--- src/rtl/accum_capture_sequencer_if.sv ---
// accum_capture_sequencer_if: run control, trigger inputs and status between controller and capture sequencer
interface accum_capture_sequencer_if;
  logic       start, abort, risingEdge, autoTrigEn, dataEmpty;
  logic [7:0] inputData, threshold, numEvents;
  logic       accumRst, dataCaptureStrobe, busy, done, startRejected, timeoutFlag;
  logic [8:0] eventCount;
  modport master (
    output start, abort, inputData, threshold, risingEdge, autoTrigEn, numEvents, dataEmpty,
    input  accumRst, dataCaptureStrobe, busy, done, startRejected, timeoutFlag, eventCount
  );
  modport slave (
    input  start, abort, inputData, threshold, risingEdge, autoTrigEn, numEvents, dataEmpty,
    output accumRst, dataCaptureStrobe, busy, done, startRejected, timeoutFlag, eventCount
  );
endinterface

--- src/rtl/accum_capture_sequencer.sv ---
// accum_capture_sequencer: clears the accumulator, arms on a threshold crossing or timeout and sequences capture windows
module accum_capture_sequencer #(
  parameter int CLEAR_LEN   = 4,
  parameter int WINDOW_LEN  = 132,
  parameter int HOLDOFF_LEN = 16,
  parameter int TIMEOUT_LEN = 65535
) (
  input logic clk,
  input logic rst,
  accum_capture_sequencer_if.slave bus
);
  typedef enum logic [5:0] {
    S_IDLE    = 6'b000001,
    S_CLEAR   = 6'b000010,
    S_ARMED   = 6'b000100,
    S_CAPTURE = 6'b001000,
    S_HOLDOFF = 6'b010000,
    S_DONE    = 6'b100000
  } state_t;
  state_t      state_q, state_d;
  logic [15:0] cnt_q, cnt_d;
  logic [7:0]  prev_q, prev_d, thr_q, thr_d, num_q, num_d;
  logic        prev_vld_q, prev_vld_d, rise_q, rise_d, auto_q, auto_d, tflag_q, tflag_d;
  logic [8:0]  ev_q, ev_d, target;
  logic        acc_rst_q, strobe_q, strobe_d, busy_q, done_q, rej_q, rej_d;
  logic        trig, tmo;
  assign target = num_q == 8'd0 ? 9'd256 : {1'b0, num_q};
  assign tmo    = cnt_q == 16'(TIMEOUT_LEN - 1);
  assign trig   = prev_vld_q && (rise_q
    ? ($signed(prev_q) < $signed(thr_q) && $signed(bus.inputData) >= $signed(thr_q))
    : ($signed(prev_q) > $signed(thr_q) && $signed(bus.inputData) <= $signed(thr_q)));
  always_comb begin
    state_d    = state_q;
    cnt_d      = cnt_q + 16'd1;
    prev_d     = bus.inputData;
    prev_vld_d = state_q == S_ARMED;
    thr_d      = thr_q;
    rise_d     = rise_q;
    auto_d     = auto_q;
    num_d      = num_q;
    ev_d       = ev_q;
    tflag_d    = tflag_q;
    strobe_d   = 1'b0;
    rej_d      = 1'b0;
    if (bus.abort && state_q != S_IDLE) state_d = S_IDLE;
    else case (state_q)
      S_IDLE: if (bus.start) begin
        if (bus.dataEmpty) begin
          state_d = S_CLEAR;
          cnt_d   = '0;
          thr_d   = bus.threshold;
          rise_d  = bus.risingEdge;
          auto_d  = bus.autoTrigEn;
          num_d   = bus.numEvents;
          ev_d    = '0;
          tflag_d = 1'b0;
        end else rej_d = 1'b1;
      end
      S_CLEAR: if (cnt_q == 16'(CLEAR_LEN - 1)) begin
        state_d = S_ARMED;
        cnt_d   = '0;
      end
      S_ARMED: begin
        if (tmo) begin
          tflag_d = 1'b1;
          cnt_d   = '0;
        end
        if (trig || (tmo && auto_q)) begin
          state_d  = S_CAPTURE;
          strobe_d = 1'b1;
          cnt_d    = '0;
        end
      end
      S_CAPTURE: if (cnt_q == 16'(WINDOW_LEN - 1)) begin
        ev_d    = ev_q + 9'd1;
        state_d = (ev_q + 9'd1 == target) ? S_DONE : S_HOLDOFF;
        cnt_d   = '0;
      end
      S_HOLDOFF: if (cnt_q == 16'(HOLDOFF_LEN - 1)) begin
        state_d = S_ARMED;
        cnt_d   = '0;
      end
      default: state_d = S_IDLE;
    endcase
  end
  always_ff @(posedge clk) begin
    if (rst) begin
      state_q    <= S_IDLE;
      cnt_q      <= '0;
      prev_q     <= '0;
      prev_vld_q <= 1'b0;
      thr_q      <= '0;
      rise_q     <= 1'b0;
      auto_q     <= 1'b0;
      num_q      <= '0;
      ev_q       <= '0;
      tflag_q    <= 1'b0;
      acc_rst_q  <= 1'b1;
      strobe_q   <= 1'b0;
      busy_q     <= 1'b0;
      done_q     <= 1'b0;
      rej_q      <= 1'b0;
    end else begin
      state_q    <= state_d;
      cnt_q      <= cnt_d;
      prev_q     <= prev_d;
      prev_vld_q <= prev_vld_d;
      thr_q      <= thr_d;
      rise_q     <= rise_d;
      auto_q     <= auto_d;
      num_q      <= num_d;
      ev_q       <= ev_d;
      tflag_q    <= tflag_d;
      acc_rst_q  <= state_d == S_CLEAR;
      strobe_q   <= strobe_d;
      busy_q     <= state_d != S_IDLE;
      done_q     <= state_d == S_DONE;
      rej_q      <= rej_d;
    end
  end
  assign bus.accumRst          = acc_rst_q;
  assign bus.dataCaptureStrobe = strobe_q;
  assign bus.busy              = busy_q;
  assign bus.done              = done_q;
  assign bus.startRejected     = rej_q;
  assign bus.timeoutFlag       = tflag_q;
  assign bus.eventCount        = ev_q;
endmodule

--- src/flat_wrapper.sv ---
// flat-port wrapper written by rule: the top's interface ports become plain ports
module accum_capture_sequencer_flat 
#(
  parameter int CLEAR_LEN   = 4,
  parameter int WINDOW_LEN  = 132,
  parameter int HOLDOFF_LEN = 16,
  parameter int TIMEOUT_LEN = 65535
)
  (clk, rst, bus_start, bus_abort, bus_inputData, bus_threshold, bus_risingEdge, bus_autoTrigEn, bus_numEvents, bus_dataEmpty, bus_accumRst, bus_dataCaptureStrobe, bus_busy, bus_done, bus_startRejected, bus_timeoutFlag, bus_eventCount);
  accum_capture_sequencer_if bus_i ();
  input logic clk;
  input logic rst;
  input wire logic [$bits(bus_i.start)-1:0] bus_start;
  input wire logic [$bits(bus_i.abort)-1:0] bus_abort;
  input wire logic [$bits(bus_i.inputData)-1:0] bus_inputData;
  input wire logic [$bits(bus_i.threshold)-1:0] bus_threshold;
  input wire logic [$bits(bus_i.risingEdge)-1:0] bus_risingEdge;
  input wire logic [$bits(bus_i.autoTrigEn)-1:0] bus_autoTrigEn;
  input wire logic [$bits(bus_i.numEvents)-1:0] bus_numEvents;
  input wire logic [$bits(bus_i.dataEmpty)-1:0] bus_dataEmpty;
  output wire logic [$bits(bus_i.accumRst)-1:0] bus_accumRst;
  output wire logic [$bits(bus_i.dataCaptureStrobe)-1:0] bus_dataCaptureStrobe;
  output wire logic [$bits(bus_i.busy)-1:0] bus_busy;
  output wire logic [$bits(bus_i.done)-1:0] bus_done;
  output wire logic [$bits(bus_i.startRejected)-1:0] bus_startRejected;
  output wire logic [$bits(bus_i.timeoutFlag)-1:0] bus_timeoutFlag;
  output wire logic [$bits(bus_i.eventCount)-1:0] bus_eventCount;
  assign bus_i.start = bus_start;
  assign bus_i.abort = bus_abort;
  assign bus_i.inputData = bus_inputData;
  assign bus_i.threshold = bus_threshold;
  assign bus_i.risingEdge = bus_risingEdge;
  assign bus_i.autoTrigEn = bus_autoTrigEn;
  assign bus_i.numEvents = bus_numEvents;
  assign bus_i.dataEmpty = bus_dataEmpty;
  assign bus_accumRst = bus_i.accumRst;
  assign bus_dataCaptureStrobe = bus_i.dataCaptureStrobe;
  assign bus_busy = bus_i.busy;
  assign bus_done = bus_i.done;
  assign bus_startRejected = bus_i.startRejected;
  assign bus_timeoutFlag = bus_i.timeoutFlag;
  assign bus_eventCount = bus_i.eventCount;
  accum_capture_sequencer #(.CLEAR_LEN(CLEAR_LEN), .WINDOW_LEN(WINDOW_LEN), .HOLDOFF_LEN(HOLDOFF_LEN), .TIMEOUT_LEN(TIMEOUT_LEN)) u_core (.clk(clk), .rst(rst), .bus(bus_i));
endmodule
--- config.mk ---
export PLATFORM = sky130hd
export DESIGN_NAME = accum_capture_sequencer_flat
export DESIGN_NICKNAME = d
export VERILOG_FILES = /design/src/rtl/accum_capture_sequencer_if.sv /design/src/rtl/accum_capture_sequencer.sv /design/src/flat_wrapper.sv
export SDC_FILE = /design/constraint.sdc
export NUM_CORES = 1
export LEC_CHECK = 0
export CAP_MARGIN = 40
export CORE_ASPECT_RATIO = 2
export CORE_MARGIN = 1
export CORE_UTILIZATION = 55
export CTS_BUF_LIST = sky130_fd_sc_hd__clkbuf_8
export DETAILED_ROUTE_END_ITERATION = 10
export GPL_TIMING_DRIVEN = 0
export PLACE_DENSITY = 0.89
export SLEW_MARGIN = 10
export SYNTH_ARGS = -nofsm -noshare
export SYNTH_HDL_FRONTEND = slang
export SYNTH_SLANG_ARGS = --single-unit
--- constraint.sdc ---
create_clock -name clk -period 2.8 [get_ports clk]
set_input_delay 0.42 -clock clk [delete_from_list [all_inputs] [get_ports clk]]
set_output_delay 0.42 -clock clk [all_outputs]
set_load 0.01 [all_outputs]
==> summary.md, run 1 <==
| Metric | Value |
|---|---|
| Status | `finished, violations left` |
| Violated checks | `DRC` |
| Average wire per cell in the routed design | `15.5 um` |
| Maximum fanout along the worst path | `16` |
| RSZ-0062 raised after global routing | `false` |
| Share of the core filled with cells in the final layout | `0.703` |
| Fin crit period | `2540 ps` |
| Starting density of the core | `0.576` |
| Share of final-layout standard cells stronger than drive strength 1 | `0.0744` |
| Internal cell power | `approximately 1.5 mW` |
| Chip height | `112 um` |
| Num Clock Sinks | `64` |
| Final total negative setup slack | `0 ps` |
| Antenna-violating nets left | `0` |
| Power after layout | `2.00 mW` |
| Cell seen most often among critical-path stages | `nor2_1` |
| Biggest area consumer among synthesized cells | `dfxtp_1` |
| Number of nets in the synthesized netlist | `447` |
| Synth top cells by count | `dfxtp_1 (64), nand2_1 (54), nor2_1 (42)` |
| Leakage power figure | `1.51 nW` |
| Mapped Area | `0.00332 mm^2` |
| Area growth from synthesis to layout | `22.0%` |
| Post-synthesis async set-or-reset flop share | `0` |
| Initial DRC Count | `141` |
| Clock Tree Root | `clkbuf_8` |
| Number of instances in the placed design | `503` |
| RD Place Congestion | `0.888` |
| Net Sw Power | `0.488 mW` |
| Num CTS Buffers | `9` |
| Clock tree from TritonCTS | `built` |
| Clock-pin slew of the registers on the worst-case setup and hold paths | `about 70 ps` |
| Global-route wire length before repair | `13200 um` |
| Worst setup skew after layout | `8.15 ps` |
| Net switching share of the total power | `0.244` |
| Count of TritonRoute iterations in the first routing pass | `8` |
| Top Family by Delay on Critical Path | `simple AND/OR/NAND/NOR gates` |
| Clock Tree Buf Depth | `2` |
| Clock share of power | `0.392` |
| Max frequency | `0.394 GHz` |
| Htree depth | `3` |
| Setup slack after placement | `-42.2 ps` |
| Kind of start point of the critical path | `flop` |
| Required time of the critical path | `3020 ps` |
| Worst min-delay path category | `flop to flop` |
| Post-placement cell area | `0.00384 mm^2` |
| Std-Cell Rows | `39` |
| Worst path slowest cell | `or4_1` |
| Number of antenna violations at the first check in global routing | `0` |
| Estimated wirelength of the detail-placed design | `roughly 6000 um` |
| Max incr delay on CP | `510 ps` |
| PD cells | `495 mW/mm^2` |
| Kind of critical path | `flop to flop` |
| Floorplan die width | `56.9 um` |
| Warnings from Yosys | `0` |
| Final std cell area, no fill | `0.00405 mm^2` |
| Maximum number of pins on one net before global-route repair | `11` |
| Via count of the first global-routing pass | `3140` |
| Number of buffer and inverter stages on the critical path | `0` |
| Post-synthesis sequential area ratio | `0.386` |
| CORE AREA | `0.00576 mm^2` |
| IR Drop Worst-Case VDD | `0.000405 V` |
| Share of Yosys cell area claimed by the top area cell type | `0.386` |
| Nature of the critical path endpoint | `flop` |
| Smallest setup slack after layout | `between 200 and 300 ps` |
| Count of non-filler cells in the finished layout | `518` |
| Setup Buffers After CTS | `0` |
| Slew at the pin closest to its max-slew limit | `484 ps` |
| Fraction of the cycle the final worst path needs | `0.907` |
| Die Area | `0.00636 mm^2` |
| Final Hold Fails | `0` |
| Number of distinct standard cells referenced by the synthesized netlist | `54` |
| Synth Instances | `397` |
| Aggregate global routing overflow | `0` |
| Clk_lat worst skew | `roughly 340 ps` |
| Wirelength, routed | `slightly above 8000 um` |
| Average instance area after synthesis | `between 8 and 9 um^2` |
| Worst endpoint data arrival time | `around 2800 ps` |
| Sequential share of power | `0.480` |
| Via count of the routed design | `3022` |
| Count of maximum capacitance violations | `0` |
| Combinational group share of total power | `0.128` |
| Post-route DRC | `14` |
| Number of failing setup endpoints in the final timing report | `0` |
| Count of flip-flops with a built-in enable after synthesis | `0` |
| Final hold slack | `roughly 460 ps` |
| Dominant synthesized flop cell | `dfxtp_1` |
| Number of I/O port buffers | `45` |
| Cell Chain, Critical Path | `ha_1, nor4b_4, and4b_1, a21oi_1, or4_1, nor2_1, o22a_2, nor2_1` |
| Max_slew headroom | `0.677` |
| Top area cells in the synthesized netlist | `dfxtp_1 (39%), ha_1 (7.2%), nand2_1 (6.1%), a21oi_1 (6.0%), nor2_1 (4.8%)` |
| ANT cells | `0` |
| Number of vias per cell after detailed routing | `5.83` |
| Top-level port count | `46` |
| Total of flip-flops plus latches after synthesis | `64` |
| Max-slew violation count | `0` |
| Final layout net count | `approximately 500` |
| Global-route total usage across every layer | `0.264` |
| Library cell with the highest instance count after synthesis | `dfxtp_1` |
-- state kept, by name, summed over array words and instances, names as in the netlist --
register and flops:
u_core.auto_q 1, u_core.bus.accumRst 1, u_core.bus.busy 1, u_core.bus.dataCaptureStrobe 1
u_core.bus.done 1, u_core.bus.eventCount 9, u_core.bus.startRejected 1, u_core.bus.timeoutFlag 1
u_core.cnt_q 16, u_core.num_q 8, u_core.prev_q 8, u_core.prev_vld_q 1
u_core.rise_q 1, u_core.state_q 6, u_core.thr_q 8
-- per-layer routing --
layer,share of wire,GRT usage
met5,0,0
met1,0.35,0.230
met4,0.034,0.156
met2,0.57,0.520
met3,0.041,0.0546
-- worst register-to-register path, stage by stage (launching register included) --
cell and delay [ps]:
dfxtp_1 380, ha_1 260, nor4b_4 300, and4b_1 310
a21oi_1 110, or4_1 510, nor2_1 110, o22a_2 340
nor2_1 90
-- placed cells by master, fill, tap and decap left out, types with 3 or more instances in the layout --
| cell | count |
|---|---|
| clkbuf_8 | 11 |
| xor2_1 | 15 |
| ha_1 | 19 |
| nand2b_1 | 4 |
| nor3_1 | 5 |
| nor4_1 | 4 |
| clkbuf_1 | 9 |
| nor2_1 | 42 |
| and3_1 | 5 |
| o21ai_0 | 12 |
| clkdlybuf4s50_1 | 45 |
| nand4_1 | 7 |
| and2_1 | 5 |
| o21ai_1 | 3 |
| and4_1 | 6 |
| dfxtp_1 | 63 |
| nand2_1 | 54 |
| o211ai_1 | 4 |
| a21oi_1 | 40 |
| or3_1 | 5 |
| inv_1 | 16 |
| nand3_1 | 13 |
| xnor2_1 | 12 |
| nor2b_1 | 14 |
-- final timing paths --
| check | startpoint | to | slack [ps] | cells past startpoint |
|---|---|---|---|---|
| worst max-delay path | u_core.cnt_q[0]$_SDFF_PP0_ | u_core.cnt_q[8]$_SDFF_PP0_ | 260 | 8 |
| worst min-delay path | u_core.thr_q[1]$_SDFFE_PP0P_ | u_core.thr_q[1]$_SDFFE_PP0P_ | 460 | 2 |
| worst max register to register | u_core.cnt_q[0]$_SDFF_PP0_ | u_core.cnt_q[8]$_SDFF_PP0_ | 260 | 8 |
| worst min register to register | u_core.thr_q[1]$_SDFFE_PP0P_ | u_core.thr_q[1]$_SDFFE_PP0P_ | 460 | 2 |
-- power groups by stage --
stage          Sequential [mW]  Clock [mW]  Combinational, mW
6_report                 0.961       0.785              0.256
5_1_grt                  0.964       0.834              0.282
4_1_cts                  0.961       0.795              0.258
3_5_place_dp             0.981           0              0.255
3_3_place_gp             0.979           0              0.244
2_1_floorplan            0.977           0              0.155
-- what timing repair did --
action                     in CTS  in global routing
resized for setup               0                  2
hold buffers                    0                  0
setup endpoints to repair       0                 11
hold endpoints to repair        0                  0
-- layout make-up --
type	instances	area, um^2
tap	61	76.3
inverter	14	52.6
clock inverter	5	47.5
clock buffer	11	151
timing repair buffer	45	450
multi-input combinational	305	1920
sequential	64	1280
fill	442	1710
buffer	13	68.8
-- cells by family after synthesis --
family,count (synthesis),share of synthesized area
compound gates,72,0.126
xor+xnor,27,0.0713
fa+ha+maj,19,0.0717
simple gates,187,0.306
buf+inv,28,0.0381
flops,64,0.386
Power figures use the tool's default switching activity.
==> run 2, diff against run 1 <==
Settings changed: SETUP_SLACK_MARGIN from default to 0.1.
==> summary.md, run 2 (synthesis gave the netlist of run 1 again) <==
| Metric | Value |
|---|---|
| Combinational group share of total power | `0.129 (about the same)` |
| Fin crit period | `2560 ps (+22.5 ps)` |
| Number of instances in the placed design | `503 (unchanged)` |
| Reg-to-reg slack, setup | `240 ps (-20 ps)` |
| Cell seen most often among critical-path stages | `nor2_1` |
| Average wire per cell in the routed design | `15.6 um (+0.30%)` |
| Clock Tree Root | `clkbuf_8` |
| Count of non-filler cells in the finished layout | `519 (+0.19%)` |
| Estimated wirelength of the detail-placed design | `6130 um (unchanged)` |
| Worst endpoint data arrival time | `2790 ps (+30 ps)` |
| Post-placement cell area | `0.00384 mm^2 (unchanged)` |
| Max_slew headroom | `0.679 (+0.00103)` |
| Initial DRC Count | `121 (-14%)` |
| IR Drop Worst-Case VDD | `0.000408 V (+0.58%)` |
| Worst min-delay path category | `flop to flop` |
| RSZ-0062 raised after global routing | `false` |
| Num CTS Buffers | `9 (unchanged)` |
| Kind of start point of the critical path | `flop` |
| Clock-pin slew of the registers on the worst-case setup and hold paths | `70 ps (about the same)` |
| Area used by multi-input combinational logic | `0.00192 mm^2 (+0.33%)` |
| Worst setup skew after layout | `8.53 ps (+0.371 ps)` |
| Clock tree from TritonCTS | `built` |
| Num Clock Sinks | `64 (unchanged)` |
| Net switching share of the total power | `0.244 (+0.000608)` |
| Nature of the critical path endpoint | `flop` |
| Leakage power figure | `1.51 nW (+0.11%)` |
| Final std cell area, no fill | `0.00406 mm^2 (+0.37%)` |
| Required time of the critical path | `3030 ps (about the same)` |
| Post-route DRC | `14 (unchanged)` |
| Chip height | `112 um (unchanged)` |
| Via count of the routed design | `3021 (-0.033%)` |
| Uppermost layer routed | `met4` |
| Maximum fanout along the worst path | `10 (-6)` |
| Number of I/O port buffers | `45 (unchanged)` |
| Most common library cell in the layout ignoring fill and taps | `dfxtp_1` |
| Hold Startpoint | `u_core.cnt_q[0]$_SDFF_PP0_` |
| Count of TritonRoute iterations in the first routing pass | `7 (-1)` |
| Register area | `0.00128 mm^2 (about the same)` |
| Number of fill cells | `437 (-1.1%)` |
| Met3 Routed Length | `346 um (+5.2%)` |
| Max-slew violation count | `0 (unchanged)` |
| RD Place Congestion | `0.888 (unchanged)` |
| Register with the most flip-flops | `u_core.cnt_q` |
| Violated checks | `DRC` |
| Final total negative setup slack | `0 ps (unchanged)` |
| Number of flip-flops under the largest register name | `16 (unchanged)` |
| ANT cells | `0 (unchanged)` |
| Setup Buffers After CTS | `0 (unchanged)` |
| Number of cells on the worst reg-to-reg path | `9 (+1)` |
| Number of vias per cell after detailed routing | `5.82 (-0.23%)` |
| Cell Chain, Critical Path | `ha_2, nor4b_4, and4b_2, a21oi_1, or4_1, nor2_1, o22a_2, clkbuf_4, nor2_1` |
| Max frequency | `0.390 GHz (-0.88%)` |
| Wirelength, routed | `8090 um (+0.50%)` |
| Die Area | `0.00636 mm^2 (unchanged)` |
| Starting density of the core | `0.576 (unchanged)` |
| Worst hold path endpoint | `u_core.cnt_q[0]$_SDFF_PP0_` |
| Via count of the first global-routing pass | `3147 (+0.22%)` |
| Global-route total usage across every layer | `0.265 (+0.000708)` |
| Top Family by Delay on Critical Path | `simple AND/OR/NAND/NOR gates` |
| Number of stages on the worst hold path | `1 (-1)` |
| Commonest non-fill, non-tap cells in the layout | `dfxtp_1 (62), nand2_1 (54), clkdlybuf4s50_1 (45), nor2_1 (41), a21oi_1 (40)` |
| Max incr delay on CP | `510 ps (about the same)` |
| Internal cell power | `1.52 mW (+0.17%)` |
| Area growth from synthesis to layout | `22.5%` |
| Std-Cell Rows | `39 (unchanged)` |
| Maximum number of pins on one net before global-route repair | `11 (unchanged)` |
| Kind of critical path | `flop to flop` |
| Final Hold Fails | `0 (unchanged)` |
| Share of final-layout standard cells stronger than drive strength 1 | `0.0852 (+0.0108)` |
| Top-level port count | `46 (unchanged)` |
| Number of antenna violations at the first check in global routing | `0 (unchanged)` |
| Clk_lat worst skew | `340 ps (about the same)` |
| End of the worst register-to-register path | `u_core.cnt_q[8]$_SDFF_PP0_` |
| Count of maximum capacitance violations | `0 (unchanged)` |
| PD cells | `494 mW/mm^2 (-0.12%)` |
| Antenna-violating nets left | `0 (unchanged)` |
| Clock share of power | `0.392 (about the same)` |
| Aggregate global routing overflow | `0 (unchanged)` |
| CORE AREA | `0.00576 mm^2 (unchanged)` |
| Worst path slowest cell | `or4_1` |
| Number of buffer and inverter stages on the critical path | `1 (+1)` |
| Slew at the pin closest to its max-slew limit | `482 ps (-1.55 ps)` |
| Final layout net count | `503 (+0.20%)` |
| Sequential share of power | `0.479 (about the same)` |
| Global-route wire length before repair | `13200 um (+0.27%)` |
| Net Sw Power | `0.490 mW (+0.50%)` |
| Htree depth | `3 (unchanged)` |
| Routed length on met2 | `4650 um (+0.72%)` |
| Critical register-to-register path startpoint | `u_core.cnt_q[1]$_SDFF_PP0_` |
| Power after layout | `2.01 mW (+0.25%)` |
| Number of failing setup endpoints in the final timing report | `0 (unchanged)` |
| Status | `finished, violations left` |
| Fraction of the cycle the final worst path needs | `0.915 (+0.00803)` |
| Floorplan die width | `56.9 um (unchanged)` |
| Routed metal-1 wirelength | `2830 um (-0.39%)` |
| Clock Tree Buf Depth | `2 (unchanged)` |
## run 2: changes by cell type in the layout (fill, tap and decap cells not counted)
| cell | previous run | this run |
|---|---|---|
| and4b_1 | 1 | 0 |
| and4b_2 | 0 | 1 |
| clkbuf_4 | 0 | 1 |
| dfxtp_1 | 63 | 62 |
| dfxtp_2 | 1 | 2 |
| ha_1 | 19 | 18 |
| ha_2 | 0 | 1 |
| nor2_1 | 42 | 41 |
| nor2_2 | 0 | 1 |
## run 2: per-layer routing
metal / vias to the layer above / GRT usage
met5: - / 0
met4: 0 / 0.161
met3: 24 / 0.0546
met2: 75 / 0.520
met1: 1430 / 0.230
li1: 1492 / -
## run 2: cell type report
class,count,area share
timing repair buffer,45,0.111
tap,61,0.0188
clock inverter,5,0.0117
multi-input combinational,305,0.474
sequential,64,0.316
buffer,14,0.0188
inverter,14,0.0129
clock buffer,11,0.0373
## run 2: worst max-delay path by stage
stage	start	endpoint	slack (ps)	cells after the start
after floorplan	u_core.cnt_q[0]$_SDFF_PP0_	u_core.cnt_q[10]$_SDFF_PP0_	510	9
after global routing	u_core.cnt_q[1]$_SDFF_PP0_	u_core.cnt_q[8]$_SDFF_PP0_	100	9
after CTS	u_core.cnt_q[0]$_SDFF_PP0_	u_core.cnt_q[8]$_SDFF_PP0_	140	9
final	u_core.cnt_q[1]$_SDFF_PP0_	u_core.cnt_q[8]$_SDFF_PP0_	240	9
after global placement	bus_inputData[7]	u_core.cnt_q[10]$_SDFF_PP0_	50	10
after detailed placement	bus_inputData[7]	u_core.cnt_q[8]$_SDFF_PP0_	-40	10
## run 2: power by group through the flow
stage          sequential, mW  combinational [mW]  clock, mW
2_1_floorplan           0.977               0.155          0
3_3_place_gp            0.979               0.244          0
5_1_grt                 0.965               0.284      0.834
6_report                0.962               0.258      0.786
4_1_cts                 0.961               0.259      0.795
3_5_place_dp            0.981               0.255          0
## run 2: repair_timing
item,4_1_cts,5_1_grt
hold buffers,0,0
pin swaps,0,1
resized for setup,1,6
setup endpoints to repair,8,12
## run 2: metrics by stage
step                      utilization  hold slack, ps  setup WS, ps
after detailed placement        0.667             445         -42.2
after global placement          0.667             439          51.1
after global routing            0.705             484           100
after floorplan                     -             427           511
after CTS                       0.703             455           145
final                           0.705             442           238
==> run 3, diff against run 2 <==
Settings changed: CORE_MARGIN 1 to 2, CORE_UTILIZATION 55 to 51, PLACE_DENSITY 0.89 to 0.87.
Clock period 2.8 ns to 2.13 ns, I/O delays scaled along.
==> summary.md, run 3 (synthesis gave the netlist of run 1 again) <==
| Metric | Value |
|---|---|
| Final Hold Fails | `0 (unchanged)` |
| Fraction of the cycle the final worst path needs | `1.12 (+0.202)` |
| Clk_lat worst skew | `350 ps (about the same)` |
| Worst setup skew after layout | `9.89 ps (+1.36 ps)` |
| Worst endpoint data arrival time | `2620 ps (-170 ps)` |
| Share of final-layout standard cells stronger than drive strength 1 | `0.334 (+0.249)` |
| Setup slack after placement | `-486 ps (-444 ps)` |
| Aggregate global routing overflow | `0 (unchanged)` |
| Estimated wirelength of the detail-placed design | `6220 um (+1.4%)` |
| Count of TritonRoute iterations in the first routing pass | `5 (-2)` |
| Slew at the pin closest to its max-slew limit | `563 ps (+81.2 ps)` |
| Hold buffer count at cts | `0 (unchanged)` |
| Final total negative setup slack | `-4090 ps (-4090 ps)` |
| Chip height | `118 um (+5.6%)` |
| Worst min-delay path category | `input pin to flop` |
| Max frequency | `0.420 GHz (+7.6%)` |
| Status | `finished, violations left` |
| Number of instances in the placed design | `528 (+5.0%)` |
| Top-level port count | `46 (unchanged)` |
| Final std cell area, no fill | `0.00490 mm^2 (+21%)` |
| Sequential share of power | `0.438 (-0.041)` |
| Leakage power figure | `1.85 nW (+22%)` |
| Via count of the routed design | `3422 (+13%)` |
| Number of flip-flops under the largest register name | `16 (unchanged)` |
| Antenna-violating nets left | `0 (unchanged)` |
| Internal cell power | `2.14 mW (+41%)` |
| Average wire per cell in the routed design | `19.6 um (+26%)` |
| Max-slew violation count | `0 (unchanged)` |
| Number of vias per cell after detailed routing | `5.93 (+1.9%)` |
| Clock tree from TritonCTS | `built` |
| Floorplan die width | `61.0 um (+7.2%)` |
| Clock share of power | `0.394 (+0.002)` |
| Global-route total usage across every layer | `0.282 (+0.0170)` |
| Worst path slowest cell | `or4_4` |
| Most common library cell in the layout ignoring fill and taps | `nand2_1` |
| Wirelength, routed | `11300 um (+40%)` |
| Global-route wire length before repair | `15200 um (+15%)` |
| Combinational group share of total power | `0.168 (+0.039)` |
| Die Area | `0.00720 mm^2 (+13%)` |
| Number of I/O port buffers | `45 (unchanged)` |
| Htree depth | `3 (unchanged)` |
| Max_slew headroom | `0.624 (-0.0541)` |
| Area growth from synthesis to layout | `47.7%` |
| Net switching share of the total power | `0.261 (+0.0166)` |
| Initial DRC Count | `260 (+110%)` |
| Smallest setup slack after layout | `-250 ps (-488 ps)` |
| Num Clock Sinks | `64 (unchanged)` |
| PD cells | `590 mW/mm^2 (+19%)` |
| Count of non-filler cells in the finished layout | `577 (+11%)` |
| Std-Cell Rows | `41 (+5.1%)` |
| CORE AREA | `0.00631 mm^2 (+9.6%)` |
| Maximum fanout along the worst path | `5 (-5)` |
| Number of failing setup endpoints in the final timing report | `24 (+24)` |
| Clock Tree Buf Depth | `2 (unchanged)` |
| ANT cells | `0 (unchanged)` |
| Num CTS Buffers | `9 (unchanged)` |
| Net Sw Power | `0.754 mW (+54%)` |
| Count of maximum capacitance violations | `0 (unchanged)` |
| Max incr delay on CP | `550 ps (+40 ps)` |
| Number of antenna violations at the first check in global routing | `0 (unchanged)` |
| Via count of the first global-routing pass | `3388 (+7.7%)` |
| Post-placement cell area | `0.00392 mm^2 (+2.1%)` |
| Register with the most flip-flops | `u_core.cnt_q` |
| Clock-pin slew of the registers on the worst-case setup and hold paths | `70 ps (about the same)` |
| Kind of critical path | `flop to flop` |
| Final hold slack | `236 ps (-206 ps)` |
| Final layout net count | `536 (+6.6%)` |
| IR Drop Worst-Case VDD | `0.000548 V (+34%)` |
| Cell Chain, Critical Path | `nor3_4, nand4bb_1, and4_1, or4_4, nor2_4, o22a_4, buf_6, nor2_1` |
| RD Place Congestion | `0.927 (+4.4%)` |
| Fin crit period | `2380 ps (-182 ps)` |
| Post-route DRC | `0 (-14)` |
| Commonest non-fill, non-tap cells in the layout | `nand2_1 (52), clkdlybuf4s50_1 (39), dfxtp_1 (37), a21oi_1 (34)` |
| Starting density of the core | `0.525 (-0.0504)` |
| Clock Tree Root | `clkbuf_8` |
| Required time of the critical path | `2370 ps (-660 ps)` |
| Violated checks | `setup timing` |
| Kind of start point of the critical path | `flop` |
| RSZ-0062 raised after global routing | `true` |
| Maximum number of pins on one net before global-route repair | `11 (unchanged)` |
| Nature of the critical path endpoint | `flop` |
==> run 3: critical path, delay by kind of cell, from the launching register on <==
family,cells,cell delay [ps]
flops,1,370
compound gates,1,200
simple gates,6,1550
buf+inv,1,140
==> run 3: what timing repair did <==
item,in CTS,in global routing
endpoints found under the setup margin,30,33
pin swaps,28,41
gates cloned,1,0
gates resized for setup,44,92
setup buffers,27,10
==> run 3: final cells by class <==
cell class	instances	area, um^2
multi-input combinational	305	2340
fill	368	1410
sequential	64	1340
timing repair buffer	80	758
clock buffer	13	179
tap	86	108
buffer	12	73.8
inverter	14	55.1
clock inverter	3	38.8
==> run 3: worst paths after layout <==
| check | startpoint | endpoint | slack, ps | depth (start not counted) |
|---|---|---|---|---|
| worst max register to register | u_core.state_q[4]$_SDFF_PP0_ | u_core.cnt_q[12]$_SDFF_PP0_ | -250 | 8 |
| worst min-delay path | bus_inputData[0] | u_core.prev_q[0]$_SDFF_PP0_ | 240 | 3 |
| worst max-delay path | u_core.state_q[4]$_SDFF_PP0_ | u_core.cnt_q[12]$_SDFF_PP0_ | -250 | 8 |
| worst min register to register | u_core.thr_q[1]$_SDFFE_PP0P_ | u_core.thr_q[1]$_SDFFE_PP0P_ | 460 | 2 |
==> run 3: metrics by stage <==
step | util | power (mW)
6_report | 0.776 | 2.89
5_1_grt | 0.776 | 2.97
4_1_cts | 0.711 | 2.78
3_5_place_dp | 0.622 | 1.64
3_3_place_gp | 0.622 | 1.62
2_1_floorplan | - | 1.50
==> run 3: per-layer routing <==
layer | up-vias | GRT usage | part of all wire
met3 | 72 | 0.0692 | 0.045
met5 | - | 0 | 0
met4 | 0 | 0.164 | 0.073
met1 | 1620 | 0.258 | 0.34
li1 | 1563 | - | -
met2 | 167 | 0.516 | 0.54
==> run 3: power groups by stage <==
| stage | registers (mW) | logic, mW | clock network, mW |
|---|---|---|---|
| 2_1_floorplan | 1.29 | 0.212 | 0 |
| 3_3_place_gp | 1.29 | 0.332 | 0 |
| 3_5_place_dp | 1.29 | 0.343 | 0 |
| 4_1_cts | 1.26 | 0.387 | 1.13 |
| 5_1_grt | 1.27 | 0.527 | 1.18 |
| 6_report | 1.27 | 0.486 | 1.14 |
